## src/rtl/fxp_pkg.sv

```systemverilog
// Shared types and constants for the signed fixed-point divider.
package fxp_pkg;

  localparam int FXP_WIDTH = 16;

  typedef enum logic [1:0] {
    IDLE   = 2'd0,
    DIV    = 2'd1,
    FINISH = 2'd2
  } div_state_t;

  // Operand properties captured at start; they steer the result selection.
  typedef struct packed {
    logic den_zero;
    logic num_zero;
    logic big;
    logic neg_one;
  } div_flags_t;

  function automatic logic [63:0] fxp_max(input int width);
    return (64'd1 << (width - 1)) - 64'd1;
  endfunction

  function automatic logic [63:0] fxp_min(input int width);
    return 64'd1 << (width - 1);
  endfunction

  localparam logic [FXP_WIDTH-1:0] FXP_MAX = FXP_WIDTH'(fxp_max(FXP_WIDTH));
  localparam logic [FXP_WIDTH-1:0] FXP_MIN = FXP_WIDTH'(fxp_min(FXP_WIDTH));

endpackage

```

## src/rtl/fxp_divide_if.sv

```systemverilog
// Start/done handshake and operand/result bus of the fixed-point divider.
interface fxp_divide_if
  import fxp_pkg::*;
#(
  parameter int BIT_WIDTH = FXP_WIDTH
);
  logic                 start;
  logic [BIT_WIDTH-1:0] num;
  logic [BIT_WIDTH-1:0] den;
  logic                 busy;
  logic                 done;
  logic [BIT_WIDTH-1:0] quot;
  logic                 div_zero;
  logic                 ovf;

  modport master (
    output start, num, den,
    input  busy, done, quot, div_zero, ovf
  );

  modport slave (
    input  start, num, den,
    output busy, done, quot, div_zero, ovf
  );
endinterface

```

## src/rtl/fxp_round_sat.sv

```systemverilog
// Turns the raw Q0.N quotient magnitude plus operand flags into the final
// rounded, saturated signed quotient and its status flags.
module fxp_round_sat
  import fxp_pkg::*;
#(
  parameter int BIT_WIDTH = FXP_WIDTH
) (
  input  logic [BIT_WIDTH-1:0] q_i,
  input  logic                 sign_i,
  input  div_flags_t           flags_i,
  output logic [BIT_WIDTH-1:0] quot_o,
  output logic                 ovf_o,
  output logic                 div_zero_o
);
  typedef logic [BIT_WIDTH-1:0] word_t;

  localparam word_t MAX_V = BIT_WIDTH'(fxp_max(BIT_WIDTH));
  localparam word_t MIN_V = BIT_WIDTH'(fxp_min(BIT_WIDTH));

  word_t mag;
  word_t mag_neg;

  // Low quotient bit is the half-LSB; adding it rounds half away from zero.
  assign mag     = {1'b0, q_i[BIT_WIDTH-1:1]} + word_t'(q_i[0]);
  assign mag_neg = ~mag + word_t'(1);

  always_comb begin
    quot_o     = '0;
    ovf_o      = 1'b0;
    div_zero_o = 1'b0;
    if (flags_i.den_zero) begin
      // den is zero, so sign_i is simply the sign of num here.
      div_zero_o = 1'b1;
      if (flags_i.num_zero) begin
        quot_o = '0;
      end else begin
        quot_o = sign_i ? MIN_V : MAX_V;
      end
    end else if (flags_i.neg_one) begin
      quot_o = MIN_V;
    end else if (flags_i.big) begin
      quot_o = sign_i ? MIN_V : MAX_V;
      ovf_o  = 1'b1;
    end else if (mag == MIN_V) begin
      quot_o = sign_i ? MIN_V : MAX_V;
      ovf_o  = ~sign_i;
    end else begin
      quot_o = sign_i ? mag_neg : mag;
    end
  end

endmodule

```

## src/rtl/fxp_divide.sv

```systemverilog
// Sequential signed Q1.(N-1) divider: restoring radix-2, one quotient bit per
// cycle, constant latency regardless of operand values.
module fxp_divide
  import fxp_pkg::*;
#(
  parameter int BIT_WIDTH = FXP_WIDTH
) (
  input logic         clk,
  input logic         reset,
  fxp_divide_if.slave bus
);
  localparam int CNT_W = $clog2(BIT_WIDTH + 1);
  localparam logic [CNT_W-1:0] CNT_INIT = CNT_W'(BIT_WIDTH);
  localparam logic [CNT_W-1:0] CNT_ONE  = CNT_W'(1);

  typedef logic [BIT_WIDTH-1:0] word_t;
  typedef logic [BIT_WIDTH:0]   rem_t;
  typedef logic [BIT_WIDTH+1:0] wide_t;

  div_state_t       state_q, state_d;
  logic             sign_q, sign_d;
  word_t            den_abs_q, den_abs_d;
  rem_t             rem_q, rem_d;
  word_t            q_q, q_d;
  logic [CNT_W-1:0] cnt_q, cnt_d;
  div_flags_t       flags_q, flags_d;
  word_t            quot_q, quot_d;
  logic             div_zero_q, div_zero_d;
  logic             ovf_q, ovf_d;
  logic             done_q, done_d;

  word_t num_abs_in;
  word_t den_abs_in;
  logic  sign_in;
  wide_t rem_shift;
  wide_t den_ext;
  wide_t rem_next;
  logic  qbit;
  word_t rs_quot;
  logic  rs_ovf;
  logic  rs_div_zero;

  // Unsigned magnitude; the most negative value maps to 2^(N-1), which fits.
  function automatic word_t abs_val(input word_t x);
    return x[BIT_WIDTH-1] ? (~x + word_t'(1)) : x;
  endfunction

  assign num_abs_in = abs_val(bus.num);
  assign den_abs_in = abs_val(bus.den);
  assign sign_in    = bus.num[BIT_WIDTH-1] ^ bus.den[BIT_WIDTH-1];

  assign rem_shift = {rem_q, 1'b0};
  assign den_ext   = {2'b00, den_abs_q};
  assign qbit      = (rem_shift >= den_ext);
  assign rem_next  = qbit ? (rem_shift - den_ext) : rem_shift;

  fxp_round_sat #(
    .BIT_WIDTH(BIT_WIDTH)
  ) u_round_sat (
    .q_i       (q_q),
    .sign_i    (sign_q),
    .flags_i   (flags_q),
    .quot_o    (rs_quot),
    .ovf_o     (rs_ovf),
    .div_zero_o(rs_div_zero)
  );

  always_comb begin
    state_d    = state_q;
    sign_d     = sign_q;
    den_abs_d  = den_abs_q;
    rem_d      = rem_q;
    q_d        = q_q;
    cnt_d      = cnt_q;
    flags_d    = flags_q;
    quot_d     = quot_q;
    div_zero_d = div_zero_q;
    ovf_d      = ovf_q;
    done_d     = 1'b0;

    case (state_q)
      IDLE: begin
        if (bus.start) begin
          sign_d           = sign_in;
          den_abs_d        = den_abs_in;
          rem_d            = {1'b0, num_abs_in};
          q_d              = '0;
          cnt_d            = CNT_INIT;
          flags_d.den_zero = (bus.den == '0);
          flags_d.num_zero = (bus.num == '0);
          flags_d.big      = (num_abs_in > den_abs_in) ||
                             ((num_abs_in == den_abs_in) && !sign_in);
          flags_d.neg_one  = (num_abs_in == den_abs_in) &&
                             (den_abs_in != '0) && sign_in;
          state_d          = DIV;
        end
      end
      DIV: begin
        // Overflow-prone cases still iterate; their q is ignored at FINISH.
        rem_d = rem_t'(rem_next);
        q_d   = {q_q[BIT_WIDTH-2:0], qbit};
        cnt_d = cnt_q - CNT_ONE;
        if (cnt_q == CNT_ONE) begin
          state_d = FINISH;
        end
      end
      FINISH: begin
        quot_d     = rs_quot;
        div_zero_d = rs_div_zero;
        ovf_d      = rs_ovf;
        done_d     = 1'b1;
        state_d    = IDLE;
      end
      default: begin
        state_d = IDLE;
      end
    endcase
  end

  always_ff @(posedge clk) begin
    if (reset) begin
      state_q    <= IDLE;
      sign_q     <= 1'b0;
      den_abs_q  <= '0;
      rem_q      <= '0;
      q_q        <= '0;
      cnt_q      <= '0;
      flags_q    <= '0;
      quot_q     <= '0;
      div_zero_q <= 1'b0;
      ovf_q      <= 1'b0;
      done_q     <= 1'b0;
    end else begin
      state_q    <= state_d;
      sign_q     <= sign_d;
      den_abs_q  <= den_abs_d;
      rem_q      <= rem_d;
      q_q        <= q_d;
      cnt_q      <= cnt_d;
      flags_q    <= flags_d;
      quot_q     <= quot_d;
      div_zero_q <= div_zero_d;
      ovf_q      <= ovf_d;
      done_q     <= done_d;
    end
  end

  assign bus.busy     = (state_q != IDLE);
  assign bus.done     = done_q;
  assign bus.quot     = quot_q;
  assign bus.div_zero = div_zero_q;
  assign bus.ovf      = ovf_q;

endmodule

```

## src/flat_wrapper.sv

```systemverilog
// flat-port wrapper written by rule: the top's interface ports become plain ports
module fxp_divide_flat import fxp_pkg::*;
#(
  parameter int BIT_WIDTH = FXP_WIDTH
)
  (clk, reset, bus_start, bus_num, bus_den, bus_busy, bus_done, bus_quot, bus_div_zero, bus_ovf);
  fxp_divide_if #(.BIT_WIDTH(BIT_WIDTH)) bus_i ();
  input logic clk;
  input logic reset;
  input wire logic [$bits(bus_i.start)-1:0] bus_start;
  input wire logic [$bits(bus_i.num)-1:0] bus_num;
  input wire logic [$bits(bus_i.den)-1:0] bus_den;
  output wire logic [$bits(bus_i.busy)-1:0] bus_busy;
  output wire logic [$bits(bus_i.done)-1:0] bus_done;
  output wire logic [$bits(bus_i.quot)-1:0] bus_quot;
  output wire logic [$bits(bus_i.div_zero)-1:0] bus_div_zero;
  output wire logic [$bits(bus_i.ovf)-1:0] bus_ovf;
  assign bus_i.start = bus_start;
  assign bus_i.num = bus_num;
  assign bus_i.den = bus_den;
  assign bus_busy = bus_i.busy;
  assign bus_done = bus_i.done;
  assign bus_quot = bus_i.quot;
  assign bus_div_zero = bus_i.div_zero;
  assign bus_ovf = bus_i.ovf;
  fxp_divide #(.BIT_WIDTH(BIT_WIDTH)) u_core (.clk(clk), .reset(reset), .bus(bus_i));
endmodule
```

## config.mk

```make
export PLATFORM = sky130hd
export DESIGN_NAME = fxp_divide_flat
export DESIGN_NICKNAME = d
export VERILOG_FILES = /design/src/rtl/fxp_pkg.sv /design/src/rtl/fxp_divide_if.sv /design/src/rtl/fxp_round_sat.sv /design/src/rtl/fxp_divide.sv /design/src/flat_wrapper.sv
export SDC_FILE = /design/constraint.sdc
export NUM_CORES = 1
export LEC_CHECK = 0
export ABC_AREA = 1
export CAP_MARGIN = 20
export CELL_PAD_IN_SITES_DETAIL_PLACEMENT = 2
export CELL_PAD_IN_SITES_GLOBAL_PLACEMENT = 2
export CORE_MARGIN = 4
export CORE_UTILIZATION = 33
export CTS_CLUSTER_SIZE = 12
export DETAILED_ROUTE_END_ITERATION = 8
export PLACE_DENSITY_LB_ADDON = 0.3
export SYNTH_ARGS = -nofsm -noshare
export SYNTH_HDL_FRONTEND = slang
export SYNTH_SLANG_ARGS = --single-unit
```

## constraint.sdc

```tcl
create_clock -name clk -period 3.55 [get_ports clk]
set_clock_uncertainty 0.2 [all_clocks]
set_input_delay 0.71 -clock clk [delete_from_list [all_inputs] [get_ports clk]]
set_output_delay 0.71 -clock clk [all_outputs]
set_load 0.005 [all_outputs]
```

==> implementation parameters, run 1 <==
Parameter                              Value

Critical path
  Critical-path cell list    clkdlybuf4s50_1 > inv_2 > buf_4 > nand4_1 > nor2_2 > buf_4 > buf_4 > nor2_1 > xor2_1 > inv_1 > ha_1 > a21oi_1 > o21a_1 > o21ai_0 > nand3_1 > nand4_1 > o211ai_1 > a21oi_1
  Worst setup path category    input pin to register
  Reg-to-Reg Start    u_core.rem_q[0]
  Gate family responsible for the most delay along the worst path    buffers and inverters
  Total buffers and inverters traversed by the critical path    6
  Crit path arrival time    between 3000 and 4000 ps
  Reg-to-reg slack, setup    roughly 180 ps
  Cell mode on critical path    buf_4
  Slowest Stage Delay on Critical Path    roughly 500 ps
  Master of the slowest instance on the critical path    clkdlybuf4s50_1
  Critical path data required time    3630 ps
  Endpoint class of the critical path    register
  Kind of launch point of the worst setup path    input pin
  Worst reg-to-reg path cell count    15
  R2R Path End    u_core.rem_q[6]
  Crit-path max FO    3

Placement
  Total half-perimeter wirelength after legalization and detailed placement    17500 um
  Global placer's final weighted congestion    0.8150
  Port Buffer Count    54

STA
  Maximum clock frequency    approximately 0.28 GHz
  Time the worst path needs with I/O delays and setup    around 3600 ps
  Worst slew margin relative to its limit    0.5594
  Final hold vios    0
  Number of max-slew violations in the final report    0
  # setup viols final    2
  Final worst setup slack    -81.11 ps
  Worst Max-Slew Pin Slew    656.9 ps
  Final period utilization    1.023
  Smallest hold slack    between 200 and 300 ps

Die
  I/O pin cnt    55
  Effective utilization at floorplan    0.3355
  Core Box Area    roughly 18000 um2
  Die height    between 100 and 150 um
  Placement row count    slightly below 50
  Horizontal die dimension    143.1 um
  Area of the die    20490 um2

Pwr
  PwrDens    roughly 530 nW/um2
  Leak pwr    3.598 nW
  Design Power    4.207 mW
  Peak supply drop    498.9 uV

Synthesis
  Post-synthesis share of cell area spent on and, or, nand and nor gates    0.2798
  Warning count from the yosys run    0
  Number of synthesized flops with an enable pin    0
  Compound-gate portion of the synthesized area    0.1891
  Largest family of logic cells by synthesized area    simple AND/OR/NAND/NOR gates
  Post-synthesis adder-cell area fraction    0.08636
  Async set or reset register ratio after synthesis    0
  Fraction of synthesized cell area in xor and xnor cells    0.07266
  Seq/Total Area, Yosys    0.2657
  Mean Syn Cell Area    between 6 and 7 um2
  Post-Syn Area    approximately 6000 um2
  Share of synthesized area spent on multiplexers    0
  Syn Inst Count    900
  Main synth FF type    dfxtp_1
  Distinct cell type count after synthesis    46
  Number of register bits inferred by synthesis    80
  Total nets after synthesis    976

Clock network
  Root buffer cell    clkbuf_16
  Hold buffers post-CTS    0
  Clock Pin Slew Worst Setup and Hold Paths    60 ps
  CTS tree    built
  Latest clock arrival within the worst-skew pair    370 ps
  # H-tree levels    3
  Total number of clock tree sinks    80
  Number of buffers added by the clock tree synthesis step    9
  Number of buffers between clock root and the deepest sink    2

Global routing
  Antenna violations before repair    0
  Number of global-route vias before repair    roughly 7800
  Wire length of the first global-routing pass    between 40000 and 50000 um
  GRT Resource Usage Total    0.2754
  Final global-route overflow total    0
  Largest net degree at the start of global routing    50

Route
  Drt total wl    about 33000 um
  Number of vias in the routed layout    about 7300
  Residual DRC count    0
  Drt pass-1 iters    5
  First DRT Iteration DRCs    around 480
  Number of nets with antenna violations after routing    0
  Drt via density    roughly 5.8
  Average wire length per cell after detail routing    about 26 um

Cells and area
  Count of filler cells inserted in the layout    ~2100
  Synth-to-layout area growth    32.01%
  Final nets    about 1100
  Layout cells sized above 1    0.1823
  Final antenna diode count    0

Run status
  Outcome    finished, violations left
  Violated checks    negative setup slack

Run
  Max_cap viols    0

Worst hold path
  HP Start    u_core.cnt_q[4]
  Min-delay worst type    register to register
  Hold-critical path endpoint    u_core.cnt_q[4]
  Hold Crit Depth    1
[cell type report]
cell class / instances / area [um2] / area share
well taps: 229 / 286.5 / 0.03601
clock buffers: 12 / 266.5 / 0.03350
multi-input cells: 654 / 4044 / 0.5083
clock inverters: 3 / 25.02 / 0.003145
repair buffers: 145 / 1219 / 0.1532
flip-flops and latches: 80 / 1602 / 0.2013
inverters: 137 / 514.2 / 0.06463
[stage by stage]
stage / setup TNS, ps / std cells / utilization / area, um2 / setup slack, ps
after detailed placement: -970.2 / 1215 / 0.3997 / 7181 / -523.0
after global placement: -170.9 / 1215 / 0.3997 / 7181 / -118.7
final: -132.8 / 1260 / 0.4429 / 7956 / -81.11
after floorplan: 0 / 900 / - / 6027 / 499.5
after global routing: -273.8 / 1260 / 0.4429 / 7956 / -152.0
after CTS: 0 / 1247 / 0.4302 / 7727 / 2.085
[logic make-up after synthesis]
logic type,after synthesis
fa+ha+maj,41
flops,80
simple gates,370
compound gates,193
xor+xnor,50
buf+inv,166
[placed cells by master (no fill, tap or decap), types with 9 or more instances in the layout]
cell	n
nand2_1	174
inv_1	119
buf_4	90
dfxtp_1	80
a21oi_1	74
o21ai_0	58
nand3_1	56
nor2_1	46
clkdlybuf4s50_1	44
ha_1	35
xor2_1	32
nand4_1	23
inv_2	17
nand3b_1	15
nor3_1	14
a22oi_1	14
o32ai_1	13
xor2_2	9
nand2_2	9
nor2_2	9
xnor2_1	9
clkbuf_16	9
[routing by layer]
| layer | up-vias | part of all wire | GRT usage |
|---|---|---|---|
| li1 | 3235 | - | - |
| met3 | 138 | 0.033 | 0.04119 |
| met4 | 0 | 0.074 | 0.1601 |
| met1 | 3608 | 0.36 | 0.2845 |
| met5 | - | 0 | 0 |
| met2 | 303 | 0.53 | 0.5227 |
[worst max-delay path by stage]
stage | startpoint | end | slack, ps | cells after the start
floorplan | bus_den[1] | u_core.flags_q[1] | 500 | 18
global placement | bus_den[0] | u_core.flags_q[1] | -120 | 19
detailed placement | bus_den[0] | u_core.flags_q[1] | -520 | 19
CTS | bus_num[1] | u_core.flags_q[0] | 2 | 19
global route | bus_den[0] | u_core.flags_q[1] | -150 | 20
finish | bus_den[4] | u_core.flags_q[1] | -80 | 18
[registers in the layout, summed over array words and instances (netlist names)]
| signal | cells |
|---|---|
| u_core.cnt_q | 5 |
| u_core.flags_q | 4 |
| u_core.bus.div_zero | 1 |
| u_core.rem_q | 17 |
| u_core.bus.done | 1 |
| u_core.q_q | 16 |
| u_core.den_abs_q | 16 |
| u_core.sign_q | 1 |
| u_core.state_q | 2 |
| u_core.bus.quot | 16 |
| u_core.bus.ovf | 1 |
[power by group]
| group | leakage, nW | internal, mW | switching (mW) |
|---|---|---|---|
| clock | 0.141 | 0.533 | 0.447 |
| sequential | 0.653 | 0.994 | 0.0999 |
| combinational | 2.80 | 0.733 | 1.40 |
| total | 3.60 | 2.26 | 1.95 |
[Yosys cell counts, types with 2 or more instances]
master | number | area (um2)
buf_6 | 2 | 22.52
a21boi_0 | 3 | 22.52
nand3_1 | 60 | 300.3
nor2_4 | 2 | 22.52
nand4_1 | 23 | 143.9
nor2_1 | 53 | 198.9
o32ai_1 | 13 | 113.9
nand2_1 | 180 | 675.7
clkbuf_1 | 20 | 75.07
a31oi_1 | 2 | 12.51
xnor2_1 | 9 | 78.83
o21bai_1 | 4 | 30.03
nand3_2 | 2 | 20.02
xor2_1 | 41 | 359.1
o21ai_2 | 4 | 35.03
o21ai_0 | 60 | 300.3
nor3_2 | 3 | 30.03
dfxtp_1 | 80 | 1602
o21ai_1 | 3 | 15.01
inv_2 | 4 | 15.01
buf_1 | 5 | 18.77
a22oi_1 | 14 | 105.1
inv_1 | 132 | 495.5
a21oi_1 | 74 | 370.4
nor2_2 | 5 | 31.28
nor4_1 | 2 | 12.51
nand3b_1 | 15 | 112.6
o41ai_1 | 2 | 17.52
a21oi_2 | 3 | 26.28
ha_1 | 40 | 500.5
buf_2 | 2 | 10.01
a211oi_1 | 3 | 22.52
nor3_1 | 18 | 90.09
nand2_2 | 5 | 31.28
[repair_timing]
item | in CTS | in global routing
endpoints found under the hold margin | 0 | 0
endpoints found under the setup margin | 2 | 2
pin swaps | 24 | 23
gates cloned | 0 | 0
setup buffers | 17 | 14
resized for setup | 40 | 31
Note: power is estimated with default switching activity, not from simulation.
==> run 2, diff against run 1 <==
--- a/config.mk
+++ b/config.mk
@@ -14,6 +14,7 @@
 export CTS_CLUSTER_SIZE = 12
 export DETAILED_ROUTE_END_ITERATION = 8
 export PLACE_DENSITY_LB_ADDON = 0.3
+export SLEW_MARGIN = 15
 export SYNTH_ARGS = -nofsm -noshare
 export SYNTH_HDL_FRONTEND = slang
 export SYNTH_SLANG_ARGS = --single-unit
==> results of run 2 <==
No change in the layout: final DEF, timing and power equal those of run 1.
==> run 3, diff against run 2 <==
--- a/config.mk
+++ b/config.mk
@@ -7,12 +7,12 @@
 export LEC_CHECK = 0
 export ABC_AREA = 1
 export CAP_MARGIN = 20
-export CELL_PAD_IN_SITES_DETAIL_PLACEMENT = 2
-export CELL_PAD_IN_SITES_GLOBAL_PLACEMENT = 2
+export CORE_ASPECT_RATIO = 0.75
 export CORE_MARGIN = 4
-export CORE_UTILIZATION = 33
+export CORE_UTILIZATION = 35
 export CTS_CLUSTER_SIZE = 12
 export DETAILED_ROUTE_END_ITERATION = 8
+export GPL_ROUTABILITY_DRIVEN = 0
 export PLACE_DENSITY_LB_ADDON = 0.3
 export SLEW_MARGIN = 15
 export SYNTH_ARGS = -nofsm -noshare
==> implementation parameters, run 3 (synthesized netlist as in run 1, its figures left out) <==
Parameter                              Value

Placement
  Port Buffer Count    54
  Placed cell count    between 1000 and 1500
  Total half-perimeter wirelength after legalization and detailed placement    12990 um

Run status
  Outcome    finished clean

Critical path
  Crit path arrival time    ~3400 ps
  Reg-to-reg slack, setup    roughly 570 ps
  Worst setup path category    input pin to register
  Critical path data required time    between 3000 and 4000 ps
  Kind of launch point of the worst setup path    input pin
  Worst reg-to-reg path cell count    15
  Reg-to-Reg Start    u_core.rem_q[0]
  R2R Path End    u_core.rem_q[8]
  Endpoint class of the critical path    register
  Crit-path max FO    3

Route
  Wire length on met1    9694 um
  Highest Signal Layer    met4
  Average wire length per cell after detail routing    ~14 um
  Residual DRC count    0
  Number of nets with antenna violations after routing    0
  Number of vias in the routed layout    6152
  Wire length on met2    6642 um
  Drt via density    between 5 and 6
  First DRT Iteration DRCs    between 500 and 600
  Drt total wl    17390 um
  Drt pass-1 iters    5
  Met3 wire length    approximately 870 um

STA
  Smallest hold slack    ~280 ps
  Sum Neg Setup Slack    0 ps
  Maximum clock frequency    approximately 0.3 GHz
  Worst slew margin relative to its limit    0.2952
  Final hold vios    0
  Time the worst path needs with I/O delays and setup    3358 ps
  Worst Max-Slew Pin Slew    roughly 1100 ps
  # setup viols final    0
  Number of max-slew violations in the final report    0
  Final period utilization    0.9459

Global routing
  Antenna violations before repair    0
  GRT Resource Usage Total    0.1800
  Final global-route overflow total    0
  Largest net degree at the start of global routing    50
  Number of global-route vias before repair    5766
  Wire length of the first global-routing pass    around 29000 um

Worst hold path
  Hold-critical path endpoint    u_core.cnt_q[4]
  Min-delay worst type    register to register
  Hold Crit Depth    1
  HP Start    u_core.cnt_q[4]

Cells and area
  Number of non-filler instances in the completed layout    1218
  Flip-flop count of the largest register after layout    17
  Largest Register    u_core.rem_q
  Final antenna diode count    0
  Commonest non-fill, non-tap cells in the layout    nand2_1 (176), inv_1 (126), dfxtp_1 (80)
  Final core utilization    0.4519
  Most common cell after layout, fill and taps aside    nand2_1
  Final nets    1074
  Layout cells sized above 1    0.1356
  Synth-to-layout area growth    26.55%

Clock network
  CTS tree    built
  Total number of clock tree sinks    80
  Clock Pin Slew Worst Setup and Hold Paths    roughly 60 ps
  Number of buffers between clock root and the deepest sink    2
  # H-tree levels    3
  Root buffer cell    clkbuf_16
  Number of buffers added by the clock tree synthesis step    9
  Latest clock arrival within the worst-skew pair    between 300 and 400 ps

Die
  Horizontal die dimension    ~160 um
  Area of the die    a little under 20000 um2
  Effective utilization at floorplan    0.3571
  Die height    121.6 um
  Core Box Area    16880 um2
  Placement row count    41
  I/O pin cnt    55

Pwr
  Peak supply drop    between 200 and 300 uV
  PwrDens    between 400 and 500 nW/um2
  Leak pwr    between 3 and 4 nW
  Design Power    around 3.8 mW

Run
  Max_cap viols    0
==> run 3: metal layers <==
metal,track usage,up-vias
li1,-,3200
met1,0.2950,2756
met2,0.2431,182
met3,0.02773,14
met4,0.03360,0
met5,0,-
==> run 3: through the flow <==
stage / worst slack (ps) / instance area [um2]
CTS: 115.1 / 7443
global placement: -154.7 / 7133
detailed placement: -224.2 / 7133
floorplan: 499.5 / 6027
finish: 192.0 / 7627
global route: -36.43 / 7627
==> run 3: worst max-delay path by stage <==
stage	depth (start not counted)	startpoint	slack, ps	to
after global placement	19	bus_den[0]	-150	u_core.flags_q[1]
after CTS	19	bus_den[0]	120	u_core.flags_q[1]
after global routing	20	bus_den[2]	-40	u_core.flags_q[1]
after detailed placement	19	bus_den[0]	-220	u_core.flags_q[1]
after floorplan	18	bus_den[1]	500	u_core.flags_q[1]
final	19	bus_num[1]	190	u_core.flags_q[1]
==> run 3: timing repair <==
| item | CTS | global route |
|---|---|---|
| hold buffers | 0 | 0 |
| setup buffers | 0 | 5 |
| endpoints found under the setup margin | 0 | 2 |
| resized for setup | 0 | 37 |
==> run 3: layout make-up <==
cell class / count / area (um2)
Clock buffer: 9 / 225.2
Clock inverter: 7 / 85.08
Fill cell: 1725 / 9250
Inverter: 137 / 514.2
Multi-Input combinational cell: 654 / 3913
Sequential cell: 80 / 1602
Tap cell: 215 / 269.0
Timing Repair Buffer: 116 / 1020
==> run 3: where the power goes <==
part / internal (mW) / total (mW) / switching (mW) / leakage [nW]
Clock: 0.562 / 0.993 / 0.432 / 0.153
Sequential: 0.994 / 1.06 / 0.0703 / 0.653
Combinational: 0.688 / 1.75 / 1.07 / 2.67
Total: 2.24 / 3.81 / 1.57 / 3.48
==> run 3: worst max-delay path: stages <==
cell and delay, ps:
clkdlybuf4s50_1 410, inv_2 70, nand2_2 70, inv_1 80, nand4_1 120, nor3_2 190, buf_4 140, nand3_1 60
nand2_1 80, xor2_1 410, ha_4 280, nand2_2 70, inv_1 40, nand4_1 120, buf_4 120, o21bai_1 100
nand4_1 100, o211ai_1 100, a21oi_1 90
